## src/rtl/ps2_host_tx.sv

```systemverilog
// ps2_host_tx -- PS/2 host-to-device byte transmitter.
//
// Sends one byte to a PS/2 device. The sequence is: inhibit the clock line,
// request-to-send (data pulled low, clock released), shift 8 data bits LSB
// first plus odd parity and stop on the device-generated clock, then check
// the device acknowledge and wait for both lines to be released.
//
// Parameters:
//   INHIBIT_CYCLES  clk cycles the clock line is held low before RTS
//   TIMEOUT_CYCLES  max clk cycles between device clock falls, and for the
//                   final line release
//
// Ports:
//   clk      system clock, rising edge
//   rst      asynchronous active-high reset
//   start    one-cycle send request, honoured only while rdy=1
//   data     byte to send, captured on the accepted start cycle
//   rdy      idle, ready to accept start
//   done     one-cycle pulse: frame sent and acknowledged
//   err      one-cycle pulse: timeout or missing acknowledge
//   ps2c_i   PS/2 clock line level (asynchronous)
//   ps2d_i   PS/2 data line level (asynchronous)
//   ps2c_oe  1 = pull PS/2 clock low, 0 = release
//   ps2d_oe  1 = pull PS/2 data low, 0 = release
//
// Build option:
//   PS2_HOST_TX_FILTER_EN  when defined, the device clock is glitch filtered:
//                          it only changes after 8 consecutive equal
//                          synchronised samples (7 cycles extra latency).
module ps2_host_tx #(
  parameter int INHIBIT_CYCLES = 2500,
  parameter int TIMEOUT_CYCLES = 50000
) (
  input  logic       clk,
  input  logic       rst,
  input  logic       start,
  input  logic [7:0] data,
  output logic       rdy,
  output logic       done,
  output logic       err,
  input  logic       ps2c_i,
  input  logic       ps2d_i,
  output logic       ps2c_oe,
  output logic       ps2d_oe
);

  localparam logic [2:0] ST_IDLE    = 3'd0;
  localparam logic [2:0] ST_INHIBIT = 3'd1;
  localparam logic [2:0] ST_RTS     = 3'd2;
  localparam logic [2:0] ST_SHIFT   = 3'd3;
  localparam logic [2:0] ST_ACK     = 3'd4;
  localparam logic [2:0] ST_RELEASE = 3'd5;

  localparam int CNT_MAX = (INHIBIT_CYCLES > TIMEOUT_CYCLES) ? INHIBIT_CYCLES : TIMEOUT_CYCLES;
  localparam int CNT_W   = $clog2(CNT_MAX + 1);

  localparam logic [CNT_W-1:0] INH_LAST = CNT_W'(INHIBIT_CYCLES - 1);
  localparam logic [CNT_W-1:0] TMO_LAST = CNT_W'(TIMEOUT_CYCLES - 1);

  // Line synchronisers; bit 0 = clock line, bit 1 = data line.
  logic [1:0] line_raw;
  logic [1:0] sync1_reg;
  logic [1:0] sync2_reg;
  logic       c_sync;
  logic       d_sync;
  logic       c_cond;
  logic       c_prev_reg;
  logic       fall;

  assign line_raw = {ps2d_i, ps2c_i};

  always_ff @(posedge clk or posedge rst) begin
    if (rst) begin
      sync1_reg <= 2'b11;
      sync2_reg <= 2'b11;
    end else begin
      sync1_reg <= line_raw;
      sync2_reg <= sync1_reg;
    end
  end

  assign c_sync = sync2_reg[0];
  assign d_sync = sync2_reg[1];

`ifdef PS2_HOST_TX_FILTER_EN
  // The window holds the current synchronised sample plus the previous 7;
  // the conditioned clock follows only when all 8 agree, otherwise it holds.
  logic [6:0] filt_hist_reg;
  logic       filt_cond_reg;
  logic [7:0] filt_win;

  assign filt_win = {filt_hist_reg, c_sync};

  always_comb begin
    c_cond = filt_cond_reg;
    if (&filt_win) begin
      c_cond = 1'b1;
    end else if (~|filt_win) begin
      c_cond = 1'b0;
    end
  end

  always_ff @(posedge clk or posedge rst) begin
    if (rst) begin
      filt_hist_reg <= 7'h7F;
      filt_cond_reg <= 1'b1;
    end else begin
      filt_hist_reg <= filt_win[6:0];
      filt_cond_reg <= c_cond;
    end
  end
`else
  assign c_cond = c_sync;
`endif

  always_ff @(posedge clk or posedge rst) begin
    if (rst) begin
      c_prev_reg <= 1'b1;
    end else begin
      c_prev_reg <= c_cond;
    end
  end

  assign fall = c_prev_reg & ~c_cond;

  // Frame control
  logic [2:0]       state_reg;
  logic [CNT_W-1:0] cnt_reg;
  logic [3:0]       idx_reg;
  logic [3:0]       idx_nx;
  logic [9:0]       frame_reg;   // {stop, parity, data[7:0]}, bit order of the wire
  logic             ps2c_oe_reg;
  logic             ps2d_oe_reg;
  logic             done_reg;
  logic             err_reg;

  assign idx_nx = idx_reg + 4'd1;

  always_ff @(posedge clk or posedge rst) begin
    if (rst) begin
      state_reg   <= ST_IDLE;
      cnt_reg     <= '0;
      idx_reg     <= '0;
      frame_reg   <= '0;
      ps2c_oe_reg <= 1'b0;
      ps2d_oe_reg <= 1'b0;
      done_reg    <= 1'b0;
      err_reg     <= 1'b0;
    end else begin
      done_reg <= 1'b0;
      err_reg  <= 1'b0;
      case (state_reg)
        ST_IDLE: begin
          ps2c_oe_reg <= 1'b0;
          ps2d_oe_reg <= 1'b0;
          if (start) begin
            frame_reg   <= {1'b1, ~^data, data};
            state_reg   <= ST_INHIBIT;
            ps2c_oe_reg <= 1'b1;
            cnt_reg     <= '0;
            idx_reg     <= '0;
          end
        end

        ST_INHIBIT: begin
          // Device clock activity here is device-to-host traffic being
          // inhibited, so falls are deliberately not looked at.
          if (cnt_reg == INH_LAST) begin
            state_reg   <= ST_RTS;
            ps2c_oe_reg <= 1'b0;
            ps2d_oe_reg <= 1'b1;
            cnt_reg     <= '0;
          end else begin
            cnt_reg <= cnt_reg + CNT_W'(1);
          end
        end

        default: begin
          // RTS, SHIFT, ACK, RELEASE share the inter-fall watchdog. A fall on
          // the terminal count wins over the timeout.
          if (!fall && cnt_reg == TMO_LAST) begin
            state_reg   <= ST_IDLE;
            ps2c_oe_reg <= 1'b0;
            ps2d_oe_reg <= 1'b0;
            err_reg     <= 1'b1;
            cnt_reg     <= '0;
          end else begin
            cnt_reg <= fall ? '0 : cnt_reg + CNT_W'(1);
            case (state_reg)
              ST_RTS: begin
                if (fall) begin
                  state_reg   <= ST_SHIFT;
                  idx_reg     <= '0;
                  ps2d_oe_reg <= ~frame_reg[0];
                end
              end
              ST_SHIFT: begin
                // idx_reg is the wire bit currently driven; each fall moves to
                // the next one. Bit 9 is the stop bit, which releases the line.
                if (fall) begin
                  idx_reg     <= idx_nx;
                  ps2d_oe_reg <= ~frame_reg[idx_nx];
                  if (idx_nx == 4'd9) begin
                    state_reg <= ST_ACK;
                  end
                end
              end
              ST_ACK: begin
                if (fall) begin
                  idx_reg     <= idx_nx;
                  ps2d_oe_reg <= 1'b0;
                  if (!d_sync) begin
                    state_reg <= ST_RELEASE;
                  end else begin
                    state_reg <= ST_IDLE;
                    err_reg   <= 1'b1;
                  end
                end
              end
              ST_RELEASE: begin
                if (c_sync && d_sync) begin
                  state_reg <= ST_IDLE;
                  done_reg  <= 1'b1;
                end
              end
              default: begin
                state_reg   <= ST_IDLE;
                ps2c_oe_reg <= 1'b0;
                ps2d_oe_reg <= 1'b0;
              end
            endcase
          end
        end
      endcase
    end
  end

  // rdy is gated by rst so it reads 0 for the whole reset assertion.
  assign rdy     = (state_reg == ST_IDLE) & ~rst;
  assign done    = done_reg;
  assign err     = err_reg;
  assign ps2c_oe = ps2c_oe_reg;
  assign ps2d_oe = ps2d_oe_reg;

endmodule
```

## config.mk

```make
export PLATFORM = sky130hd
export DESIGN_NAME = ps2_host_tx
export DESIGN_NICKNAME = d
export VERILOG_FILES = /design/src/rtl/ps2_host_tx.sv
export SDC_FILE = /design/constraint.sdc
export NUM_CORES = 1
export LEC_CHECK = 0
export ABC_CLOCK_PERIOD_IN_PS = 3100
export CAP_MARGIN = 20
export CORE_MARGIN = 4
export CORE_UTILIZATION = 58
export DETAILED_ROUTE_END_ITERATION = 6
export PLACE_DENSITY = 0.77
export SETUP_SLACK_MARGIN = 0.2
export SLEW_MARGIN = 20
export SYNTH_ARGS = -nofsm -noshare
export SYNTH_HDL_FRONTEND = slang
export SYNTH_SLANG_ARGS = --single-unit
export TNS_END_PERCENT = 1
```

## constraint.sdc

```tcl
create_clock -name clk -period 3.1 [get_ports clk]
set_input_delay 0.465 -clock clk [delete_from_list [all_inputs] [get_ports clk]]
set_output_delay 0.465 -clock clk [all_outputs]
set_load 0.05 [all_outputs]
```

==> results.yml <==
power:
  power_frac_clock: 0.190
  p_int_mw: 1.384
  sw_frac_of_total: 0.3794
  power-per-cell-area_nw_per_um2: 847.3
  leakage_nw: 1.068
  total_power_mw: 2.229
  combPwrFrac: 0.417
  seqPwrFrac: 0.393
  ir_drop_v: 0.0004585
  p_sw_mw: 0.8458
worst_setup_path:
  worst_path_max_delay_cell: "clkdlybuf4s50_1"
  required_ns: 2.63
  critical_path.max_fanout: 19
  critPathLaunchType: "flip-flop"
  r2r_cells: 8
  cp_top_family: "buffers and inverters"
  worst-path-stages: 2
  end_kind: "output pin"
  crit_arrival_ns: 2.10
  max_stage_delay_ns: 0.86
  critical_path_buf_inv_count: 1
  worstSetupPathType: "flip-flop to output pin"
  crit_chain: "nor4_1 -> clkdlybuf4s50_1"
die:
  fp.dieW_um: 71.18
  io_pins: 18
  initial_utilization: 0.6138
  dieArea_sq_um: 5066
  num_rows: 22
  core_area_sq_um: 3771
  die_h_um: 71.18
logic_synthesis:
  async_flop_share: 1.000
  yosys.area.top_type: "dfrtp_1"
  yosysSeqAreaShare: 0.4568
  synth.distinct_cells: 52
  synth.yosys.warnings: 0
  synthesis.area_sq_um: 2315
  synth_area_leaders: "dfrtp_1 (40%), dfstp_2 (5.7%), nor2_1 (5.7%)"
  synth_top_area_share: 0.4000
  syn_nets: 249
  synth_area_per_cell_sq_um: 9.934
  synth_edf_count: 0
  ys_ff_latch: 42
  synth_cells: 233
  ys.flop_type: "dfrtp_1"
clock_network:
  cts_tree: "done"
  clk_pin_slew_ns: 0.08
  post_cts_buffers: 0
  clock_latency_ns: 0.29
  cts_buffer_depth: 2
  cts_htree_levels: 2
  cts_hold_buf: 0
  numCtsBuffers: 5
  ctsRootBufferMaster: "clkbuf_8"
  clock_sinks: 42
  ctsResizeCount: 0
route:
  vias_per_cell: 5.635
  drc: 0
  drt-total-wl_mm: 4.281
  wl_per_cell_um: 14.22
  first_iter_violations: 153
  vias: 1696
  antenna_left: 0
  first_pass_iters: 4
final_layout:
  multi_input_comb_area_sq_um: 1177
  fin_nets: 268
  drive_gt1_frac: 0.1383
  area_delta_synth_final_pct: 13.68
  largest_reg_flops: 16
  fillers: 311
  stdcell_count: 301
  seq_area_sq_um: 1057
  final_area_sq_um: 2631
  n_antenna_cell: 0
grt:
  gr-usage-all-layers: 0.1898
  grt_pass1_wl_mm: 7.693
  grt_max_degree: 43
  gr-total-overflow: 0
  grt_pass1_vias: 1632
  antenna_found_initial: 0
hold_path:
  min_path_cells: 0
  hp-class: "flip-flop to flip-flop"
sta:
  rsz0062_at_grt: "no"
  hold_violations: 0
  fmaxAchievable_ghz: 0.3903
  fin_crit_sh: 0.8265
  period_minus_slack_ns: 2.562
  slew_headroom: 0.4973
  slew_viol_final: 0
  worst_pin_slew_ns: 0.7541
  fin_setup_tns_ns: 0
  post-route-worst-setup-slack_ns: 0.5379
  setup_violations: 0
  fin_skew_ns: 0.006836
run_status:
  status: "completed"
place:
  gp_congestion: 0.8270
  place_ws_ns: 0.5893
  dp_cells: 293
  portBuffers: 17
  place_area_sq_um: 2525
  dpl.hpwl_mm: 3.134
run:
  max_cap_violations: 0
## per-stage QoR
stage / utilization / hold slack (ns)
3_5_place_dp: 0.6695 / 0.3469
4_1_cts: 0.6977 / 0.3593
3_3_place_gp: 0.6695 / 0.3458
5_1_grt: 0.6977 / 0.3653
6_report: 0.6977 / 0.3608
2_1_floorplan: - / 0.3452
## layout make-up
| class | instances | share of cell area |
|---|---|---|
| tap | 48 | 0.02282 |
| clock inverter | 1 | 0.01141 |
| clock buffer | 7 | 0.02901 |
| timing repair buffer | 22 | 0.07893 |
| multi-input combinational | 175 | 0.4475 |
| inverter | 6 | 0.008559 |
| sequential | 42 | 0.4018 |
## cells by family (layout without fill, tap and decap cells)
group	count (synthesis)	in the layout	share of synthesized area
flops	42	42	0.4568
xor+xnor	23	23	0.08703
buf+inv	16	36	0.03459
simple gates	106	106	0.2432
compound gates	29	29	0.08595
mux	14	14	0.07622
fa+ha+maj	3	3	0.01622
## power by group through the flow
stage | Clock, mW | Sequential (mW) | Combinational [mW]
5_1_grt | 0.452 | 0.909 | 1.05
4_1_cts | 0.432 | 0.876 | 0.936
3_3_place_gp | 0 | 0.876 | 0.921
2_1_floorplan | 0 | 0.818 | 0.777
6_report | 0.423 | 0.876 | 0.930
3_5_place_dp | 0 | 0.886 | 0.932
## Yosys cell counts (all sizes together), types with 2 or more instances
library cell / n
nand2: 25
or4: 3
clkbuf: 7
nor2b: 2
mux2: 9
o21ai: 11
mux4: 2
dfstp: 5
xor2: 9
nand4: 3
dfrtp: 37
a31oi: 3
nor4: 3
xnor2: 14
ha: 3
o2bb2ai: 2
a21oi: 4
nand4b: 4
buf: 3
nor3: 3
nand3: 7
mux2i: 3
nor2: 36
nand2b: 8
nand3b: 4
inv: 6
## layout by cell type, fill, tap and decap left out, types with 5 or more instances in the layout
cell type,instances
clkbuf_8,5
buf_4,5
xnor2_1,14
mux2_2,9
dfstp_2,5
nand2_1,25
clkdlybuf4s50_1,17
xor2_1,9
dfrtp_1,37
nand2b_1,7
inv_1,6
o21ai_0,10
nor2_1,35
nand3_1,7
## routing by layer
| metal | track usage | vias to the layer above | wire length [um] |
|---|---|---|---|
| li1 | - | 846 | - |
| met1 | 0.2840 | 802 | 2083 |
| met2 | 0.2745 | 43 | 1944 |
| met3 | 0.03409 | 5 | 190 |
| met4 | 0.06889 | 0 | 63 |
| met5 | 0 | - | 0 |
## worst paths after layout
kind                         startpoint  slack [ns]            to
setup / recovery           state_reg[0]        0.54           rdy
hold / removal             sync1_reg[0]        0.36  sync2_reg[0]
setup reg to reg             cnt_reg[0]        0.59   cnt_reg[13]
hold reg to reg            sync1_reg[0]        0.36  sync2_reg[0]
max in group asynchronous           rst        2.09    c_prev_reg
min in group asynchronous           rst        0.62    idx_reg[0]
No activity file was read; power rests on OpenSTA's default activity.
